File: config.mk
export PLATFORM = sky130hd
export DESIGN_NAME = prog_counter
export DESIGN_NICKNAME = d
export VERILOG_FILES = /design/src/rtl/prog_counter.sv
export SDC_FILE = /design/constraint.sdc
export NUM_CORES = 1
export LEC_CHECK = 0
export CAP_MARGIN = 20
export CORE_UTILIZATION = 40
export CTS_CLUSTER_DIAMETER = 40
export CTS_CLUSTER_SIZE = 40
export DETAILED_ROUTE_END_ITERATION = 6
export GPL_TIMING_DRIVEN = 1
export PLACE_DENSITY = 0.7
export SYNTH_ARGS = -nofsm -noshare
export SYNTH_HDL_FRONTEND = slang
export SYNTH_SLANG_ARGS = --single-unit
export TNS_END_PERCENT = 1
File: constraint.sdc
create_clock -name CLK -period 2 [get_ports CLK]
set_input_delay 0.4 -clock CLK [delete_from_list [all_inputs] [get_ports CLK]]
set_output_delay 0.4 -clock CLK [all_outputs]
set_load 0.005 [all_outputs]
File: src/rtl/prog_counter.sv
// prog_counter: a programmable up/down counter with a prescaled tick.
//   It has an enable, a synchronous load (clamped to MAX), a one-shot halt mode,
//   a registered terminal-count pulse and a combinational compare-match flag.
// Ports:
//   CLK        rising-edge clock
//   RST_N      synchronous active-low reset
//   EN         enables the prescaler; when low, the prescaler and counter freeze
//   PRESCALE   one tick every PRESCALE+1 enabled cycles
//   DIR        1 = count up, 0 = count down
//   ONESHOT    1 = halt at terminal, 0 = wrap
//   LOAD       synchronous load strobe (beats a coincident tick)
//   LOAD_VAL   value to load, clamped to MAX
//   CMP_VAL    compare value for CMP_MATCH
//   counter    registered count
//   TC         registered one-cycle terminal-count pulse
//   CMP_MATCH  counter == CMP_VAL (combinational)
//   RUNNING    1 in RUN state, 0 in HALT state
module prog_counter #(
  parameter int WIDTH      = 4,
  parameter int MAX        = 2**WIDTH-1,
  parameter int PRESCALE_W = 4
) (
  input  logic                  CLK,
  input  logic                  RST_N,
  input  logic                  EN,
  input  logic [PRESCALE_W-1:0] PRESCALE,
  input  logic                  DIR,
  input  logic                  ONESHOT,
  input  logic                  LOAD,
  input  logic [WIDTH-1:0]      LOAD_VAL,
  input  logic [WIDTH-1:0]      CMP_VAL,
  output logic [WIDTH-1:0]      counter,
  output logic                  TC,
  output logic                  CMP_MATCH,
  output logic                  RUNNING
);

  localparam logic [WIDTH-1:0] MAX_V = WIDTH'(MAX);

  typedef enum logic {ST_RUN, ST_HALT} state_e;

  state_e                state_q, state_d;
  logic [WIDTH-1:0]      cnt_q, cnt_d;
  logic [PRESCALE_W-1:0] pre_q, pre_d;
  logic                  tc_q, tc_d;
  logic                  tick;
  logic [WIDTH-1:0]      load_cl;

  // The clamp is only built when MAX leaves some codes unused.
  // A full-range MAX would otherwise give a constant comparison.
  generate
    if (MAX < 2**WIDTH-1) begin : g_clamp
      assign load_cl = (LOAD_VAL > MAX_V) ? MAX_V : LOAD_VAL;
    end else begin : g_noclamp
      assign load_cl = LOAD_VAL;
    end
  endgenerate

  // The >= test makes a lowered PRESCALE take effect on the next enabled cycle.
  // It does not wait for the prescaler to wrap around.
  assign tick = EN && (pre_q >= PRESCALE);

  always_comb begin
    state_d = state_q;
    cnt_d   = cnt_q;
    tc_d    = 1'b0;
    pre_d   = pre_q;
    if (EN) pre_d = tick ? '0 : pre_q + PRESCALE_W'(1);

    if (LOAD) begin
      // A load overrides any coincident tick.
      // It also restarts the prescale phase.
      cnt_d   = load_cl;
      pre_d   = '0;
      state_d = ST_RUN;
    end else if (tick && state_q == ST_RUN) begin
      if (DIR) begin
        if (cnt_q == MAX_V) begin
          tc_d = 1'b1;
          if (ONESHOT) state_d = ST_HALT;
          else         cnt_d   = '0;
        end else begin
          cnt_d = cnt_q + WIDTH'(1);
        end
      end else begin
        if (cnt_q == '0) begin
          tc_d = 1'b1;
          if (ONESHOT) state_d = ST_HALT;
          else         cnt_d   = MAX_V;
        end else begin
          cnt_d = cnt_q - WIDTH'(1);
        end
      end
    end
  end

  always_ff @(posedge CLK) begin
    if (!RST_N) begin
      state_q <= ST_RUN;
      cnt_q   <= '0;
      pre_q   <= '0;
      tc_q    <= 1'b0;
    end else begin
      state_q <= state_d;
      cnt_q   <= cnt_d;
      pre_q   <= pre_d;
      tc_q    <= tc_d;
    end
  end

  assign counter   = cnt_q;
  assign TC        = tc_q;
  assign RUNNING   = (state_q == ST_RUN);
  assign CMP_MATCH = (cnt_q == CMP_VAL);

endmodule

# Yosys cells after proc, flatten, opt, wreduce, memory -nomap -nowiden
# Index checks and enable logic that the tools add are counted.
# word_totals
mem_bits_ro,0
regBits,10
out_inout_bits,7
input_bits,18
n_memories,0
latch_bits,0
ramBits,0
word_cells,40
# classes
n_addsub,3
bitwise,3
n_reduce_logical,9
shift,0
mux,15
div_mod_pow,0
n_lt_le_gt_ge,1
n_eq_ne,5
mul,0
# ops
operator,count
4-bit two-way mux,8
"4-bit by 1-bit adder with 4-bit output, second input constant",2
"4-bit inequality test, second input constant",2
1-bit two-way mux,7
3-bit AND reduction,2
4-bit == test,1
"4-bit == test, second input constant",1
4-bit >= comparator,1
4-bit logical NOT,1
2-bit nonzero test,2
"4-bit by 1-bit subtractor with 4-bit output, second input constant",1
1-bit NOT,3
3-bit OR reduction,1
1-bit logical AND,2
"2-bit by 1-bit inequality test with 1-bit output, second input constant",1
2-bit OR reduction,1

# Logic depth before layout (Yosys ltp)
# Gate-level depths: netlist of the first run.
# depth
ltp_word,5
ltp_mapped,7

# Least setup slack after synthesis of the first run
# No wires, ideal clock.
# synth_path
path_type,in2reg
startpoint,input port PRESCALE[3]
endpoint,register cnt_q[0] (netlist: counter[0])
t_arrival_ns,1.559
setup_time_ns,0.133
stages,6
path_slack_ns,0.308
cell_sequence,inv_1 -> ha_1 -> o21ai_0 -> nor2_1 -> a311oi_1 -> a311oi_2
# synth_via
elab_chain_len,5
# synth_rtl
item,line,rtl
start: declaration,26,"input logic [PRESCALE_W-1:0] PRESCALE,"
4-bit >= comparator,61,assign tick = EN && (pre_q >= PRESCALE);
1-bit logical AND,61,
1-bit logical AND,76,end else if (tick && state_q == ST_RUN) begin
2-bit nonzero test (no source line),n/a,
3-bit AND reduction (no source line),n/a,
end signal: assignment,105,cnt_q <= cnt_d;
end: declaration,43,"logic [WIDTH-1:0] cnt_q, cnt_d;"
# No other way between the ends.
# A chain may end at the register's enable or synchronous reset.

# Worst setup path in the final report of the first run
# layout_path
startpoint,input port PRESCALE[2]
endpoint,register cnt_q[0] (netlist: counter[0])
# The elaborated chain is that of the path after synthesis.

==> impl_metrics.tcl, run 1 <==
set metrics [dict create \
    min_path_cells 2 \
    rsz0062_at_grt "false" \
    drive_gt1_share_pct 18.60 \
    synth_area_leaders "dfxtp_1, ha_1, xor2_1" \
    yosysTopAreaCell "dfxtp_1" \
    rr_startpoint "counter[0]$_SDFFE_PN0P_" \
    ys_warn_count 0 \
    end_kind "flop" \
    syn_inst 96 \
    area_delta_synth_final_pct 41.77 \
    synth_top_area_share_pct 23.95 \
    finish.net_count 156 \
    synth_flop_cell "dfxtp_1" \
    grt_start_max_net_pins 11 \
    maxCapViolations 0 \
    synth.most_common_cell "dfxtp_1" \
    p_comb_share_pct 32.5 \
    crit_fanout 7 \
    hpwl_um 1590 \
    slew_violations 0 \
    coreArea_mm2 0.001962 \
    crit_family "compound AO/OA/AOI/OAI gates" \
    ant_nets 0 \
    dieHeight_um 47.71 \
    worst_pin_slew_ns 0.3184 \
    power_frac_seq_pct 41.2 \
    timing.critical_path.buf_inv 2 \
    async_flop_share_pct 0 \
    multiInputGateArea_um2 563.0 \
    via_per_inst 5.429 \
    synth_commonest_cells "dfxtp_1, inv_1, nor2_1" \
    rr_worst_depth 6 \
    min_path_type "flop to flop" \
    wl_per_cell_um 13.21 \
    period_minus_slack_ns 1.897 \
    finish.utilization_pct 60.40 \
    dieWidth_um 47.71 \
    fin_skew_ns 0.005922 \
    overflow 0 \
    syn_area_per_cell_um2 8.706 \
    setup_viol 0 \
    grt_pass1_vias 758 \
    vdd_ir_drop_max_mv 0.3867 \
    cp.arrival_ns 2.04 \
    antenna_found_initial 0 \
    grt_pass1_wl_um 3105 \
    ys_seq_area_share_pct 23.95 \
    wl_um 2061 \
    cts_max_path_buffers 2 \
    cts_buffers 3 \
    vias 847 \
    drc 0 \
    synth.distinct_cells 37 \
    postCtsSetupBuffers 0 \
    track_usage_pct 20.15 \
    switching_share_pct 29.35 \
    synth-edff-count 0 \
    hold_slack_ns 0.5623 \
    max_freq_ghz 0.5272 \
    placed_cell_area_mm2 0.001152 \
    powerDensity_mw_per_mm2 448.7 \
    globalplace.congestion 0.8378 \
    finish.instance_area_mm2 0.001185 \
    intPower_uw 375.7 \
    syn-num-nets 121 \
    relSlewSlack_pct 78.70 \
    cpMaxStageDelayCell "clkdlybuf4s50_1" \
    switchingPower_uw 156.0 \
    synth_seq_cells 10 \
    cp.required_ns 2.14 \
    insertion_delay_ns 0.27 \
    startpoint_type "input pin" \
    die-area_mm2 0.002276 \
    outcome "finished clean" \
    fillers 197 \
    port_buffers 24 \
    clockRootBuffer "clkbuf_4" \
    worstReg2RegEnd "counter[3]$_SDFFE_PN0P_" \
    power.share.clock_pct 26.3 \
    path_cells "clkdlybuf4s50_1 -> inv_1 -> ha_1 -> a211oi_2 -> o21ai_2 -> a311oi_1 -> a311oi_2" \
    antennaDiodeCount 0 \
    slowest_delay_ns 0.46 \
    hold_viol 0 \
    tritoncts "done" \
    ios 25 \
    drt_iter0_drc 22 \
    crit_type "input pin to flop" \
    clk_pin_slew_worst_paths_ns 0.07 \
    numClockSinks 10 \
    min_from "pre_q[0]$_SDFFE_PP0P_" \
    leakage_uw 0.0004880 \
    fin_crit_sh_pct 94.84 \
    htreeDepth 1 \
    final-seq-area_um2 202.7 \
    rows 16 \
    start_util_pct 42.60 \
    reg2reg_slack_ns 0.26 \
    netlist_area_um2 835.8 \
    dr.pass1.iters 5 \
    whs_endpoint "pre_q[0]$_SDFFE_PP0P_" \
]
power by group through the flow:
stage / sequential [uW] / clock, uW / combinational [uW]
after detailed placement: 223 / 0 / 171
final: 219 / 140 / 173
after global routing: 220 / 151 / 191
after floorplan: 217 / 0 / 98.4
after CTS: 218 / 144 / 172
after global placement: 223 / 0 / 167
flip-flops by register name, indices dropped and copies added (netlist names):
name     flops
counter      4
TC           1
state_q      1
pre_q        4
logic make-up after synthesis:
| group | count (synthesis) | synth area share, % |
|---|---|---|
| AO/OA/AOI/OAI | 25 | 24.40 |
| multiplexers | 2 | 2.395 |
| AND/OR/NAND/NOR | 29 | 20.66 |
| flip-flops | 10 | 23.95 |
| adder cells (fa/ha/maj) | 7 | 10.48 |
| XOR/XNOR | 8 | 8.384 |
| buffers and inverters | 15 | 9.730 |
layout by cell type (no fill, tap or decap), drive strengths merged, types with 2 or more instances in the layout:
| cell type | n |
|---|---|
| clkdlybuf4s50 | 23 |
| buf | 12 |
| dfxtp | 10 |
| inv | 9 |
| nor2 | 9 |
| ha | 7 |
| o21ai | 7 |
| xor2 | 6 |
| a311oi | 4 |
| nand2 | 3 |
| nor2b | 3 |
| nor3 | 3 |
| nand3 | 3 |
| clkbuf | 3 |
| a211oi | 3 |
| o21a | 2 |
| mux2i | 2 |
| nand4 | 2 |
| xnor2 | 2 |
| o311ai | 2 |
worst reg2reg max path, cell delays in order (launching register included):
cell and delay, ns:
dfxtp_2 0.43, inv_1 0.07, ha_1 0.23, o21bai_1 0.16
a221o_1 0.32, a211oi_1 0.28, o311ai_1 0.14
how the worst max path moves through the flow:
stage | startpoint | end | slack [ns] | depth (start not counted)
2_1_floorplan | PRESCALE[3] | counter[0]$_SDFFE_PN0P_ | 0.31 | 6
3_3_place_gp | PRESCALE[2] | counter[0]$_SDFFE_PN0P_ | -0.20 | 7
3_5_place_dp | PRESCALE[2] | counter[0]$_SDFFE_PN0P_ | -0.30 | 7
4_1_cts | PRESCALE[2] | counter[0]$_SDFFE_PN0P_ | -0.02 | 7
5_1_grt | PRESCALE[2] | counter[2]$_SDFFE_PN0P_ | 0.03 | 8
6_report | PRESCALE[2] | counter[0]$_SDFFE_PN0P_ | 0.10 | 7
metal layers:
layer  global-route usage, %  vias to the layer above  wire length [um]
met5                       0                        -                 0
met4                   7.222                        0                18
met3                   6.792                        5               139
met2                   34.32                       30              1041
met1                   23.41                      384               861
li1                        -                      428                 -
final cells by class:
class                   instances  area share, %
flip-flops and latches         10          17.11
multi-input cells              71          47.52
well taps                      27          2.851
clock buffers                   3          1.901
inverters                       9          2.851
repair buffers                 36          27.77
stage by stage:
stage                     total power, uW  setup TNS, ns  setup slack [ns]  cells
final                               531.7              0            0.1032    156
after detailed placement            393.8         -2.166           -0.2987    153
after global placement              389.7         -1.609           -0.2022    153
after global routing                562.2              0           0.02984    156
after floorplan                     315.2              0            0.3083     96
after CTS                           533.6       -0.01748          -0.01748    156
timing repair:
| action | 4_1_cts | 5_1_grt |
|---|---|---|
| gates resized for setup | 1 | 6 |
| hold buffers | 0 | 0 |
| endpoints found under the setup margin | 2 | 8 |
No activity file was read; power rests on OpenSTA's default activity.
==> inputs of run 2 (changes only) <==
--- a/config.mk
+++ b/config.mk
@@ -12,6 +12,7 @@
 export DETAILED_ROUTE_END_ITERATION = 6
 export GPL_TIMING_DRIVEN = 1
 export PLACE_DENSITY = 0.7
+export SLEW_MARGIN = 20
 export SYNTH_ARGS = -nofsm -noshare
 export SYNTH_HDL_FRONTEND = slang
 export SYNTH_SLANG_ARGS = --single-unit
==> results of run 2 <==
The final DEF is identical to that of run 1; final timing and power are the same.
